$ cat config.mk
export PLATFORM = sky130hd
export DESIGN_NAME = fpcvt_pipe
export DESIGN_NICKNAME = d
export VERILOG_FILES = /design/src/rtl/fpcvt_pipe.sv
export SDC_FILE = /design/constraint.sdc
export NUM_CORES = 1
export LEC_CHECK = 0
export CAP_MARGIN = 20
export CORE_UTILIZATION = 48
export DETAILED_ROUTE_END_ITERATION = 8
export PLACE_DENSITY = 0.79
export SLEW_MARGIN = 10
export SYNTH_ARGS = -nofsm -noshare
export SYNTH_HDL_FRONTEND = slang
export SYNTH_SLANG_ARGS = --single-unit
$ cat constraint.sdc
create_clock -name clk -period 1.85 [get_ports clk]
set_input_delay 0.185 -clock clk [delete_from_list [all_inputs] [get_ports clk]]
set_output_delay 0.185 -clock clk [all_outputs]
set_load 0.05 [all_outputs]
$ cat src/rtl/fpcvt_pipe.sv
// Handshaked two's-complement to S/E/F converter with iterative, one-shift-per-cycle normalisation.
// Optional FPCVT_RNE_EN selects round-to-nearest-even; the default build rounds half-up.
module fpcvt_pipe #(
  parameter int IN_W   = 12,
  parameter int EXP_W  = 3,
  parameter int MANT_W = 4
) (
  input  logic              clk,
  input  logic              rst_n,
  input  logic              in_valid,
  output logic              in_ready,
  input  logic [IN_W-1:0]   D,
  output logic              out_valid,
  input  logic              out_ready,
  output logic              S,
  output logic [EXP_W-1:0]  E,
  output logic [MANT_W-1:0] F,
  output logic              sat
);

  localparam int MW = IN_W - 1;
  localparam int RB = IN_W - 2 - MANT_W;
  localparam logic [EXP_W-1:0]  EMAX    = EXP_W'(IN_W - 1 - MANT_W);
  localparam logic [MW-1:0]     MAG_ONE = MW'(1);
  localparam logic [MANT_W-1:0] F_HALF  = MANT_W'(1) << (MANT_W - 1);

  typedef enum logic [1:0] {IDLE, NORM, ROUND, DONE} state_t;

  state_t             state_q;
  logic               sign_q;
  logic [MW-1:0]      mag_q;
  logic [EXP_W-1:0]   exp_q;
  logic               sat_pend_q;
  logic               s_q;
  logic [EXP_W-1:0]   e_q;
  logic [MANT_W-1:0]  f_q;
  logic               sat_q;
  logic               out_valid_q;

  logic               is_min;
  logic [MW-1:0]      mag_d;
  logic [MANT_W-1:0]  f_cur;
  logic               r_cur;
  logic               inc;
  logic [MANT_W-1:0]  f_d;
  logic [EXP_W-1:0]   e_d;
  logic               ovf_d;

`ifdef FPCVT_RNE_EN
  localparam logic [MW-1:0] LOW_MASK = MW'((64'd1 << RB) - 64'd1);
  logic st;
`endif

  always_comb begin
    is_min = D[IN_W-1] && (D[IN_W-2:0] == '0);
    if (is_min)         mag_d = '1;
    else if (D[IN_W-1]) mag_d = ~D[IN_W-2:0] + MAG_ONE;
    else                mag_d = D[IN_W-2:0];

    f_cur = mag_q[MW-1 -: MANT_W];
    r_cur = mag_q[RB];
`ifdef FPCVT_RNE_EN
    st  = |(mag_q & LOW_MASK);
    inc = r_cur && (st || f_cur[0]);
`else
    inc = r_cur;
`endif

    f_d   = f_cur + MANT_W'(inc);
    e_d   = exp_q;
    ovf_d = 1'b0;
    // Carry out of the significand renormalises to 1.00..0 one exponent up, or clamps at EMAX.
    if (inc && (f_cur == '1)) begin
      if (exp_q < EMAX) begin
        f_d = F_HALF;
        e_d = exp_q + EXP_W'(1);
      end else begin
        f_d   = '1;
        e_d   = EMAX;
        ovf_d = 1'b1;
      end
    end
  end

  always_ff @(posedge clk or negedge rst_n) begin
    if (!rst_n) begin
      state_q     <= IDLE;
      sign_q      <= 1'b0;
      mag_q       <= '0;
      exp_q       <= '0;
      sat_pend_q  <= 1'b0;
      s_q         <= 1'b0;
      e_q         <= '0;
      f_q         <= '0;
      sat_q       <= 1'b0;
      out_valid_q <= 1'b0;
    end else begin
      case (state_q)
        IDLE: begin
          if (in_valid) begin
            sign_q     <= D[IN_W-1];
            mag_q      <= mag_d;
            sat_pend_q <= is_min;
            exp_q      <= EMAX;
            state_q    <= NORM;
          end
        end
        NORM: begin
          if (mag_q[MW-1] || (exp_q == '0)) begin
            state_q <= ROUND;
          end else begin
            mag_q <= {mag_q[MW-2:0], 1'b0};
            exp_q <= exp_q - EXP_W'(1);
          end
        end
        ROUND: begin
          s_q         <= sign_q;
          e_q         <= e_d;
          f_q         <= f_d;
          sat_q       <= ovf_d || sat_pend_q;
          out_valid_q <= 1'b1;
          state_q     <= DONE;
        end
        DONE: begin
          if (out_ready) begin
            out_valid_q <= 1'b0;
            state_q     <= IDLE;
          end
        end
        default: state_q <= IDLE;
      endcase
    end
  end

  assign in_ready  = (state_q == IDLE);
  assign out_valid = out_valid_q;
  assign S         = s_q;
  assign E         = e_q;
  assign F         = f_q;
  assign sat       = sat_q;

endmodule

**Word level (Yosys, flattened, before mapping)**

Index checks and enable logic that the tools add are counted.

- Equal/unequal tests: 8
- Magnitude comparators: 1
- Bitwise operators: 1
- Reduce and logical (&&, ||, !) cells: 13
- Muxes and demuxes: 20
- Add/subtract/negate cells: 4

Operators by type and width:

| cell | number |
|---|---|
| two-way mux 11 bit | 4 |
| one-hot mux 11 bit (2 select lines) | 1 |
| two-way mux 3 bit | 5 |
| adder 11 x 1 -> 11 bit, second input constant | 1 |
| logical NOT 11 bit | 1 |
| NOT 11 bit | 1 |
| != test 2 bit, second input constant | 4 |
| one-hot mux 2 bit (4 select lines) | 1 |
| two-way mux 2 bit | 3 |
| one-hot mux 3 bit (2 select lines) | 1 |
| AND reduction 3 bit | 2 |
| adder 4 x 1 -> 4 bit | 1 |
| equality test 2 bit, second input constant | 2 |
| equality test 4 bit, second input constant | 1 |
| two-way mux 4 bit | 1 |
| AND reduction 2 bit | 2 |
| nonzero test 2 bit | 2 |
| adder 3 x 1 -> 3 bit, second input constant | 1 |
| logical NOT 3 bit | 1 |
| < comparator 3 bit, second input constant | 1 |
| two-way mux 1 bit | 3 |
| subtractor 3 x 1 -> 3 bit, second input constant | 1 |
| equality test 2 x 1 -> 1 bit, second input constant | 1 |
| logical AND 1 bit | 2 |
| 3 further kinds | 4 |

- Output and inout bits: 11
- Logic and storage cells: 57
- Register bits: 28
- Bits of input ports: 16

**Longest topological paths before layout**

- Depth in word-level cells: 6
- Gate-level depth with buffers: 8
- Depth with buffers taken out: 7

**Worst setup path before layout**

OpenSTA, ideal clock, no wires.

- Path kind: reg-to-reg
- Start point: register state_q[0]
- End point: register mag_q[0]
- Slack: -0.083 ns
- Setup time: 0.096 ns
- Clock period less this slack: 1.933 ns
- Data arrival time: 1.837 ns
- Data required time: 1.754 ns
- Buffers on the path: 1
- Cell stages (with the launch flop): 7
- Path through: dfrtp_1 > inv_1 > ha_1 > nor2b_1 > o21ai_4 > clkbuf_1 > o31ai_1

- Word-level cells in the longest chain between the ends: 3
- Elaborated cells between the ends (all ways): 7
- Those cells by class: 3 x eq/ne; 1 x mux; 3 x reduce/logical

Ends and longest elaborated chain:

| item | line | RTL |
|---|---|---|
| start, declared | 29 | `state_t state_q;` |
| start signal, assigned | 87 | `state_q <= IDLE;` |
| start signal, assigned | 105 | `state_q <= NORM;` |
| start signal, assigned | 110 | `state_q <= ROUND;` |
| logical NOT 2 bit (*) | n/a |  |
| named net in_ready | 11 | `output logic in_ready,` |
| != test 2 bit (no line) / nonzero test 2 bit (equally long branches) | n/a |  |
| AND reduction 3 bit (no line) | n/a |  |
| end signal, assigned | 102 | `mag_q <= mag_d;` |
| end signal, assigned | 112 | `mag_q <= {mag_q[MW-2:0], 1'b0};` |
| end, declared | 31 | `logic [MW-1:0] mag_q;` |

The timed path passes the listed nets; every way through them passes the cells marked *.
A chain may end at the register's enable or synchronous reset.

**Final worst setup path**

- Start point: register exp_q[0]
- End point: register mag_q[3]

- Word-level cells in the longest chain between the ends: 4

Ends and longest elaborated chain:

| item | line | RTL |
|---|---|---|
| start, declared | 32 | `logic [EXP_W-1:0] exp_q;` |
| start signal, assigned | 113 | `exp_q <= exp_q - EXP_W'(1);` |
| logical NOT 3 bit | 109 | `if (mag_q[MW-1] \|\| (exp_q == '0)) begin` |
| logical OR 1 bit | 109 |  |
| != test 2 bit (no line) | n/a |  |
| AND reduction 3 bit (no line) | n/a |  |

No other way between the ends.

==> results.sh <==
export IMPL_status="finished clean"
export IMPL_hold_buffers=0
export IMPL_hold_worst_slack_ns=0.215
export IMPL_stdcell_count=284
export IMPL_drive_above_1_share_pct=20.6
export IMPL_clockRootBuffer="clkbuf_4"
export IMPL_numCtsBuffers=3
export IMPL_max_freq_mhz=572
export IMPL_final_antenna_net_count=0
export IMPL_ys_flop_type="dfrtp_1"
export IMPL_areaGrowthSynthToFinish_pct=34.2
export IMPL_die_h_um=62.1
export IMPL_power_frac_seq_pct=28.8
export IMPL_path_class="register to register"
export IMPL_worstPathArrival_ns=2.01
export IMPL_num_rows=21
export IMPL_grt_max_degree=29
export IMPL_diodes=0
export IMPL_ff2ff_path_depth=9
export IMPL_fin_area_um2=2330
export IMPL_cts_sinks=28
export IMPL_avgViaCountPerCell=5.28
export IMPL_synth_area_um2=1730
export IMPL_place_ws_ns=-0.279
export IMPL_synth_edf_count=0
export IMPL_slowest_stage="dfrtp_1"
export IMPL_syn_nets=212
export IMPL_fp_coreArea_um2=3390
export IMPL_fin_nets=265
export IMPL_async_flop_share_pct=100
export IMPL_path_clk_slew_ns=0.16
export IMPL_power_density_nw_per_um2=1620
export IMPL_yosysSeqAreaShare_pct=40.4
export IMPL_combPwrFrac_pct=60.6
export IMPL_drt_initial_drc_count=79
export IMPL_syn_avg_cell_area_um2=9.32
export IMPL_timing_final_crit_share_pct=94.5
export IMPL_endpoint="mag_q[3]$_DFFE_PN0P_"
export IMPL_n_fill_cell=266
export IMPL_swShare_pct=45.1
export IMPL_antenna_found_initial=0
export IMPL_ys_seq_elements=28
export IMPL_vias=1500
export IMPL_cts_path_max_buffers=2
export IMPL_worstSkewPairLatency_ns=0.33
export IMPL_yosysTopAreaCell="dfrtp_1"
export IMPL_start_kind="register"
export IMPL_die_area_um2=3850
export IMPL_setup_viol=0
export IMPL_r2r_end="mag_q[3]$_DFFE_PN0P_"
export IMPL_layout_min_cycle_time_ns=1.75
export IMPL_firstDrtPassIters=4
export IMPL_path_cells="inv_2, ha_1, nor2b_1, nor3b_2, buf_4, o21ai_4, buf_12, a221o_1, o21ai_1"
export IMPL_drc_errors=0
export IMPL_dp_hpwl_um=2620
export IMPL_holdCritPathClass="input port to async pin"
export IMPL_grtUsageTotal_pct=19.6
export IMPL_grt_pass1_vias=1281
export IMPL_slew_violations=0
export IMPL_cts_tree="done"
export IMPL_slew_headroom_pct=65.1
export IMPL_gp_congestion=0.817
export IMPL_die_x_um=62.1
export IMPL_io_pins=27
export IMPL_critPathMaxFanout=17
export IMPL_fin_skew_ns=0.00906
export IMPL_p_int_mw=2.06
export IMPL_synth_top_cell_area_share_pct=40.4
export IMPL_peakVddDrop_v=0.000575
export IMPL_cp_slowest_stage_delay_ns=0.40
export IMPL_rrSetupSlack_ns=0.10
export IMPL_p_clk_share_pct=10.7
export IMPL_wirelength_um=3470
export IMPL_grt_pass1_wl_um=5650
export IMPL_setup_ws_ns=0.102
export IMPL_portBuffers=26
export IMPL_start_util_pct=51.1
export IMPL_critPathLaunch="exp_q[0]$_DFFE_PN0P_"
export IMPL_worst_pin_slew_ns=0.510
export IMPL_hold_violations=0
export IMPL_wire_per_inst_um=12.2
export IMPL_htreeDepth=1
export IMPL_dpl_cell_count=278
export IMPL_yosys_top_cells_area="dfrtp_1 40%, ha_1 7.2%, a21oi_1 3.8%"
export IMPL_yosys_warnings=0
export IMPL_place_area_um2=2240
export IMPL_layout_common_cells="28 x dfrtp_1, 28 x buf_4, 25 x clkdlybuf4s50_1"
export IMPL_r2r_start="exp_q[0]$_DFFE_PN0P_"
export IMPL_grt_overflow_total=0
export IMPL_yosysUniqueCellTypes=47
export IMPL_cap_violations=0
export IMPL_rsz0062_at_grt="no"
export IMPL_critPathCaptureType="register"
export IMPL_cp_required_ns=2.11
export IMPL_p_leak_nw=1.07
export IMPL_syn_instance_count=186
export IMPL_p_sw_mw=1.70
[worst min path at each step]
stage / startpoint / to / slack [ns] / cells after the start
2_1_floorplan: rst_n / E[0]$_DFFE_PN0P_ / -0.11 / 0
3_3_place_gp: mag_q[1]$_DFFE_PN0P_ / mag_q[1]$_DFFE_PN0P_ / 0.45 / 2
3_5_place_dp: mag_q[1]$_DFFE_PN0P_ / mag_q[1]$_DFFE_PN0P_ / 0.46 / 2
4_1_cts: rst_n / S$_DFFE_PN0P_ / 0.22 / 2
5_1_grt: rst_n / S$_DFFE_PN0P_ / 0.24 / 2
6_report: rst_n / S$_DFFE_PN0P_ / 0.22 / 2
[sequential cells by signal, summed over array words and instances, names as in the netlist]
| name | flops |
|---|---|
| sat_pend_q | 1 |
| exp_q | 3 |
| sat | 1 |
| E | 3 |
| F | 4 |
| S | 1 |
| state_q | 2 |
| sign_q | 1 |
| mag_q | 11 |
| out_valid | 1 |
[routing by layer]
metal	track usage, %	part of all wire (%)	routed length [um]	up-vias
met5	0	0	0	-
met1	28.2	50	1740	687
met3	3.11	2.9	102	2
li1	-	-	-	777
met4	4.76	0.78	27	0
met2	30.9	46	1600	34
[kinds of logic (layout without fill, tap and decap cells)]
| group | after synthesis | count (layout) | synth area share, % |
|---|---|---|---|
| DFF | 28 | 28 | 40.4 |
| xor gates and xnor gates | 8 | 8 | 4.04 |
| AOI/OAI and AO/OA | 58 | 58 | 23.2 |
| buffers and inverters | 24 | 76 | 5.27 |
| adders and majority gates | 10 | 10 | 7.22 |
| muxes | 3 | 3 | 1.95 |
| and+or+nand+nor | 55 | 55 | 17.9 |
[Yosys cell counts, types with 3 or more instances]
cell,instances
nand3_1,5
a21oi_1,13
o31ai_1,4
nand2b_1,3
o21ai_1,12
xor2_1,5
dfrtp_1,28
ha_1,10
nor2b_1,3
nor2_1,17
o21ai_0,3
nand2_1,8
inv_1,17
xnor2_1,3
o21a_1,3
a21o_1,4
a221oi_1,4
clkbuf_1,5
a31oi_1,3
and3_1,3
[per-stage QoR]
| step | TNS [ns] | power, mW | util, % |
|---|---|---|---|
| 6_report | 0 | 3.76 | 68.6 |
| 5_1_grt | 0 | 4.10 | 68.6 |
| 4_1_cts | 0 | 3.73 | 67.6 |
| 3_5_place_dp | -2.42 | 3.32 | 66.0 |
| 3_3_place_gp | -1.79 | 3.27 | 66.0 |
| 2_1_floorplan | 0 | 2.61 | - |
[critical path: cells and delay by family (launching register included)]
kind	cells	cell delay, ns
AO/OA/AOI/OAI	3	0.42
flip-flops	1	0.40
buffers and inverters	3	0.38
AND/OR/NAND/NOR	2	0.30
adder cells (fa/ha/maj)	1	0.18
[power groups by stage]
stage               Sequential, mW  Clock [mW]  Combinational, mW
finish                        1.08       0.402               2.28
global route                  1.12       0.430               2.55
CTS                           1.08       0.409               2.24
detailed placement            1.10           0               2.23
global placement              1.09           0               2.18
floorplan                     1.45           0               1.17
[repair_timing]
item	4_1_cts	5_1_grt
endpoints found under the hold margin	0	0
setup endpoints to repair	0	9
buffers inserted	0	2
resized for setup	0	6
[layout make-up]
class                           instances  area [um2]  area share, %
Sequential cell                        28         701           30.1
Clock buffer                            3        22.5          0.968
Multi-Input combinational cell        134         960           41.3
Tap cell                               46        57.6           2.47
Timing Repair Buffer                   55         492           21.1
Inverter                               17        63.8           2.74
Clock inverter                          1        30.0           1.29
(Power assumes the default switching activity.)
